--- src/rtl/watch_time_set_ctrl.sv ---
// Watch timekeeping core: 100 Hz time base, hour/min/sec/cs counters and the
// RUN/SET_HOUR/SET_MIN/SET_SEC edit machine that feeds the FND controller.
module watch_time_set_ctrl #(
    parameter int CLK_FREQ    = 100_000_000,
    parameter int TICK_HZ     = 100,
    parameter int INIT_HOUR   = 12,
    parameter int BLINK_TICKS = 25
) (
    input  logic        clk,
    input  logic        rst,
    input  logic        btn_set,
    input  logic        btn_up,
    input  logic        btn_down,
    input  logic        btn_mode,
    output logic [23:0] o_time,
    output logic        o_mode,
    output logic [1:0]  o_edit,
    output logic        o_blink
);

    localparam int DIV_TC = CLK_FREQ / TICK_HZ - 1;
    localparam int DIV_W  = (DIV_TC < 2) ? 1 : $clog2(DIV_TC + 1);
    localparam int BLK_W  = (BLINK_TICKS < 2) ? 1 : $clog2(BLINK_TICKS);

    localparam logic [DIV_W-1:0] DIV_TC_V     = DIV_W'(DIV_TC);
    localparam logic [BLK_W-1:0] BLINK_LAST_V = BLK_W'(BLINK_TICKS - 1);
    localparam logic [4:0]       INIT_HOUR_V  = 5'(INIT_HOUR);

    typedef enum logic [1:0] {
        ST_RUN      = 2'd0,
        ST_SET_HOUR = 2'd1,
        ST_SET_MIN  = 2'd2,
        ST_SET_SEC  = 2'd3
    } state_t;

    state_t           r_state;
    logic [DIV_W-1:0] r_div;
    logic [6:0]       r_cs;
    logic [5:0]       r_sec;
    logic [5:0]       r_min;
    logic [4:0]       r_hour;
    logic             r_user_mode;
    logic             r_mode;
    logic [1:0]       r_edit;
    logic             r_blink;
    logic [BLK_W-1:0] r_blink_cnt;

    logic       w_tick;
    logic       w_in_set;
    logic       w_leave_set;
    logic       w_run_tick;
    logic       w_adj_up;
    logic       w_adj_dn;
    logic       w_user_mode_nxt;
    logic [5:0] w_hour_step;
    logic [5:0] w_min_step;
    logic [5:0] w_sec_step;

    // Wrapping +/-1 on a field whose range is 0..max.
    function automatic logic [5:0] f_step(input logic [5:0] v,
                                          input logic [5:0] max,
                                          input logic       up);
        if (up) return (v == max) ? 6'd0 : v + 6'd1;
        else    return (v == 6'd0) ? max : v - 6'd1;
    endfunction

    assign w_tick          = (r_div == DIV_TC_V);
    assign w_in_set        = (r_state != ST_RUN);
    assign w_leave_set     = btn_set && (r_state == ST_SET_SEC);
    assign w_run_tick      = w_tick && !w_in_set;
    // btn_set wins over up/down; up and down together cancel.
    assign w_adj_up        = w_in_set && !btn_set && btn_up && !btn_down;
    assign w_adj_dn        = w_in_set && !btn_set && btn_down && !btn_up;
    assign w_user_mode_nxt = r_user_mode ^ btn_mode;

    assign w_hour_step = f_step({1'b0, r_hour}, 6'd23, w_adj_up);
    assign w_min_step  = f_step(r_min, 6'd59, w_adj_up);
    assign w_sec_step  = f_step(r_sec, 6'd59, w_adj_up);

    // Time base; restarted on leaving edit so the first tick is a full period away.
    always_ff @(posedge clk or posedge rst) begin
        if (rst) begin
            r_div <= '0;
        end else if (w_leave_set || w_tick) begin
            r_div <= '0;
        end else begin
            r_div <= r_div + DIV_W'(1);
        end
    end

    always_ff @(posedge clk or posedge rst) begin
        if (rst) begin
            r_cs   <= '0;
            r_sec  <= '0;
            r_min  <= '0;
            r_hour <= INIT_HOUR_V;
        end else begin
            if (w_run_tick) begin
                if (r_cs == 7'd99) begin
                    r_cs <= '0;
                    if (r_sec == 6'd59) begin
                        r_sec <= '0;
                        if (r_min == 6'd59) begin
                            r_min  <= '0;
                            r_hour <= (r_hour == 5'd23) ? 5'd0 : r_hour + 5'd1;
                        end else begin
                            r_min <= r_min + 6'd1;
                        end
                    end else begin
                        r_sec <= r_sec + 6'd1;
                    end
                end else begin
                    r_cs <= r_cs + 7'd1;
                end
            end
            if (w_leave_set) begin
                r_cs <= '0;
            end
            if (w_adj_up || w_adj_dn) begin
                case (r_state)
                    ST_SET_HOUR: r_hour <= w_hour_step[4:0];
                    ST_SET_MIN:  r_min  <= w_min_step;
                    ST_SET_SEC:  r_sec  <= w_sec_step;
                    default:     ;
                endcase
            end
        end
    end

    // Edit FSM; o_edit and o_mode are registered alongside the state.
    always_ff @(posedge clk or posedge rst) begin
        if (rst) begin
            r_state     <= ST_RUN;
            r_edit      <= 2'd0;
            r_mode      <= 1'b0;
            r_user_mode <= 1'b0;
        end else begin
            r_user_mode <= w_user_mode_nxt;
            case (r_state)
                ST_RUN: begin
                    if (btn_set) begin
                        r_state <= ST_SET_HOUR;
                        r_edit  <= 2'd1;
                        r_mode  <= 1'b1;
                    end else begin
                        r_mode  <= w_user_mode_nxt;
                    end
                end
                ST_SET_HOUR: begin
                    r_mode <= 1'b1;
                    if (btn_set) begin
                        r_state <= ST_SET_MIN;
                        r_edit  <= 2'd2;
                    end
                end
                ST_SET_MIN: begin
                    if (btn_set) begin
                        r_state <= ST_SET_SEC;
                        r_edit  <= 2'd3;
                        r_mode  <= 1'b0;
                    end else begin
                        r_mode  <= 1'b1;
                    end
                end
                ST_SET_SEC: begin
                    if (btn_set) begin
                        r_state <= ST_RUN;
                        r_edit  <= 2'd0;
                        r_mode  <= w_user_mode_nxt;
                    end else begin
                        r_mode  <= 1'b0;
                    end
                end
                default: begin
                    r_state <= ST_RUN;
                    r_edit  <= 2'd0;
                    r_mode  <= w_user_mode_nxt;
                end
            endcase
        end
    end

    // Blink phase runs continuously across the SET states, cleared in RUN.
    always_ff @(posedge clk or posedge rst) begin
        if (rst) begin
            r_blink     <= 1'b0;
            r_blink_cnt <= '0;
        end else if (!w_in_set || w_leave_set) begin
            r_blink     <= 1'b0;
            r_blink_cnt <= '0;
        end else if (w_tick) begin
            if (r_blink_cnt == BLINK_LAST_V) begin
                r_blink_cnt <= '0;
                r_blink     <= ~r_blink;
            end else begin
                r_blink_cnt <= r_blink_cnt + BLK_W'(1);
            end
        end
    end

    assign o_time  = {r_hour, r_min, r_sec, r_cs};
    assign o_mode  = r_mode;
    assign o_edit  = r_edit;
    assign o_blink = r_blink;

endmodule

--- config.mk ---
export PLATFORM = sky130hd
export DESIGN_NAME = watch_time_set_ctrl
export DESIGN_NICKNAME = d
export VERILOG_FILES = /design/src/rtl/watch_time_set_ctrl.sv
export SDC_FILE = /design/constraint.sdc
export NUM_CORES = 1
export LEC_CHECK = 0
export ABC_AREA = 1
export CORE_ASPECT_RATIO = 1.25
export CORE_UTILIZATION = 53
export DETAILED_ROUTE_END_ITERATION = 12
export GPL_ROUTABILITY_DRIVEN = 0
export GPL_TIMING_DRIVEN = 0
export PLACE_DENSITY = 0.77
export SYNTH_ARGS = -nofsm -noshare
export SYNTH_HDL_FRONTEND = slang
export SYNTH_SLANG_ARGS = --single-unit
--- constraint.sdc ---
create_clock -name clk -period 1.6 [get_ports clk]
set_input_delay 0.16 -clock clk [delete_from_list [all_inputs] [get_ports clk]]
set_output_delay 0.16 -clock clk [all_outputs]
set_load 0.1 [all_outputs]
==> results.yml <==
setup_path:
  endpoint_kind: "register"
  rr_endpoint: "r_hour[3]$_DFF_PP1_"
  worst-path-buf-inv: 3
  path_class: "reg -> reg"
  reg2reg_slack_ns: -0.12
  critPathMaxFanout: 5
  critical_path_arrival_ns: 1.98
  reg2reg_depth: 10
  critical_path_required_ns: 1.86
  slowest_delay_ns: 0.41
  start_kind: "register"
  crit_path_frequent_cell: "nand3_2"
  crit_chain: "ha_4, inv_4, nor3_4, nand3_2, nor2_4, buf_6, nand3_4, nand3_2, nand2_1, inv_1"
  crit_slowest_cell: "dfrtp_1"
  r2r-start: "r_div[1]$_DFF_PP0_"
  crit_family: "simple AND/OR/NAND/NOR gates"
cells_and_area:
  fin_nets: 673
  drive_gt1_share_pct: 36.20
  areaGrowthSynthToFinish_pct: 40.88
  antennaDiodeCount: 0
  finalNonFillerCells: 742
  design_area_sq_um: 5373
power:
  cellPowerDensity_nw_per_um2: 1746
  p_leak_nw: 2.546
  ir_drop_uv: 1254
  p_total_mw: 9.379
floorplan:
  ioPinCount: 34
  fp.dieH_um: 96.84
  core-area_sq_um: 6977
  dieArea_sq_um: 7541
  die_w_um: 77.87
  start_util_pct: 54.66
  rows: 34
timing:
  min_period_ns: 1.715
  hold_slack_ns: 0.2322
  final.setup.tns_ns: -1.758
  hold_violations: 0
  clock_skew_ns: 0.007674
  worst_slack_ns: -0.1152
  slew_violations: 0
  slew_headroom_pct: 62.20
  finalSetupViolCount: 24
  period_share_pct: 107.2
  tightest_slew_ns: 0.5662
  rsz0062_at_grt: "true"
  max_freq_mhz: 583.0
synthesis:
  yosys-top-cells-area: "dfrtp_1 34%, nand2_1 12%, nand3_1 11%, inv_1 8.3%, nor2_1 7.3%"
  syn_area_per_cell_sq_um: 6.762
  synth_simple_gate_area_share_pct: 36.48
  synth.yosys.seq_area_share_pct: 35.50
  synth_xor_area_share_pct: 3.904
  syn-num-nets: 586
  netlist_instances: 564
  ys_ff_latch: 54
  ys_types: 32
  yosys.area.top_type_share_pct: 34.12
  synthMuxAreaShare_pct: 0
  synth_top_family_by_area: "simple AND/OR/NAND/NOR gates"
  netlist_area_sq_um: 3814
  synth_compound_area_share_pct: 9.252
  synth_warnings: 0
  yosys.area_share.adder_pct: 5.249
  yosysTopAreaCell: "dfrtp_1"
cts:
  cts_buffer_depth: 2
  clk_pin_slew_ns: 0.10
  h-tree-depth: 2
  clock_sinks: 54
  cts_buffers: 5
  clk_latency_ns: 0.31
  root_buffer: "clkbuf_8"
  cts_tree: "done"
placed_design:
  dpl.hpwl_um: 7195
  portBuffers: 33
  place_inst: 688
  placedInstanceArea_sq_um: 4523
route:
  vias_per_cell: 5.664
  drt_first_pass_iters: 5
  drt-initial-drc-count: 284
  drc_errors: 0
  ant_nets: 0
  wl_per_cell_um: 15.12
  totalWireLength_um: 11220
  vias: 4203
hold_path:
  min_path_type: "in -> async"
global_routing:
  grt_max_degree: 31
  antenna_found_initial: 0
  gr-total-overflow: 0
  grt_pass1_vias: 3994
  grt_usage_pct: 28.65
  grt_pass1_wl_um: 17280
flow_run:
  drv_cap: 0
outcome:
  violations: "setup timing"
  status: "finished, violations left"
==> logic make-up (layout without fill, tap and decap cells) <==
logic type,Yosys count,count (layout)
buffers and inverters,94,182
xor gates and xnor gates,17,17
DFF,54,54
AOI/OAI and AO/OA,68,68
and+or+nand+nor,315,315
adders and majority gates,16,16
==> metal layers <==
| metal | routed length (um) | track usage [%] |
|---|---|---|
| met4 | 374 | 15.82 |
| met2 | 6211 | 52.89 |
| met1 | 4111 | 30.35 |
| met5 | 0 | 0 |
| met3 | 520 | 4.528 |
==> report_power, final <==
group	total, mW	leakage [nW]	internal [mW]	switching (mW)
Sequential	2.26	0.646	1.79	0.463
Clock	0.923	0.0579	0.462	0.461
Combinational	6.20	1.84	1.78	4.42
Total	9.38	2.55	4.03	5.35
==> worst max-delay path by stage <==
| stage | start | to | slack (ns) | cells after the start |
|---|---|---|---|---|
| 2_1_floorplan | r_cs[1]$_DFFE_PP0P_ | r_hour[4]$_DFF_PP0_ | -0.31 | 10 |
| 3_3_place_gp | rst | r_min[3]$_DFF_PP0_ | -1.10 | 2 |
| 4_1_cts | r_div[1]$_DFF_PP0_ | r_sec[0]$_DFF_PP0_ | -0.04 | 10 |
| 5_1_grt | r_sec[0]$_DFF_PP0_ | r_sec[3]$_DFF_PP0_ | -0.25 | 9 |
| 6_report | r_div[1]$_DFF_PP0_ | r_hour[3]$_DFF_PP1_ | -0.12 | 10 |
| 3_5_place_dp | r_div[0]$_DFF_PP0_ | r_hour[1]$_DFF_PP0_ | -0.41 | 9 |
==> cells in the final DEF (no fill, tap or decap), types with 6 or more instances in the layout <==
cell	n
a21oi_1	24
buf_4	41
buf_6	10
clkbuf_8	6
clkdlybuf4s15_2	24
dfrtp_1	25
dfrtp_2	27
ha_1	8
inv_1	68
inv_2	9
inv_4	8
nand2_1	107
nand2_2	11
nand2_4	6
nand3_1	49
nand3_2	36
nand4_1	9
nor2_1	52
nor2_2	10
nor2_4	16
nor3_1	9
o21ai_0	26
o21ai_1	9
xor2_1	15
==> Yosys cell counts <==
master and number:
o211ai_1 1, clkbuf_2 1, nor2_1 74, clkbuf_1 3
xor2_1 15, or2_2 1, inv_2 1, dfrtp_1 52
nor3_4 1, nand2_1 121, o41ai_1 1, ha_1 16
nor2_2 2, buf_6 1, nand3_2 2, inv_1 84
dfstp_2 2, nor2_4 2, o21ai_1 1, o21ai_0 35
nand4_1 9, nor4_1 1, nand3_1 86, xnor2_1 2
o21a_1 1, nand2_2 3, buf_2 4, a21oi_1 26
nor3b_1 2, a31oi_1 2, nor3_1 11, o22ai_1 1
==> per-stage QoR <==
step | util (%) | setup slack (ns)
after global routing | 77.01 | -0.2512
after global placement | 64.54 | -1.101
after CTS | 72.40 | -0.04466
final | 77.01 | -0.1152
after floorplan | - | -0.3128
after detailed placement | 64.83 | -0.4101
==> worst reg2reg max path, cell delays in order (launching register included) <==
cell and delay (ns):
dfrtp_1 0.41, ha_4 0.17, inv_4 0.04, nor3_4 0.24
nand3_2 0.16, nor2_4 0.21, buf_6 0.19, nand3_4 0.07
nand3_2 0.08, nand2_1 0.05, inv_1 0.05
==> layout make-up <==
cell class / count / area (sq um)
multi-input combinational: 416 / 2608
inverter: 85 / 339.1
buffer: 8 / 68.82
timing repair buffer: 81 / 748.2
fill: 510 / 1604
sequential: 54 / 1388
tap: 90 / 112.6
clock buffer: 5 / 68.82
clock inverter: 3 / 40.04
==> repair_timing <==
action,in CTS,in global routing
hold buffers,0,0
gates resized for setup,134,64
setup endpoints to repair,77,50
setup buffers,29,17
pin swaps,25,27
cloned,1,0
==> flip-flops by register name (all words and copies together), names as in the netlist <==
register,cells
r_div,20
r_cs,7
r_min,6
r_sec,6
r_blink_cnt,5
r_hour,5
o_edit,2
o_blink,1
o_mode,1
r_user_mode,1
Power figures use the tool's default switching activity.
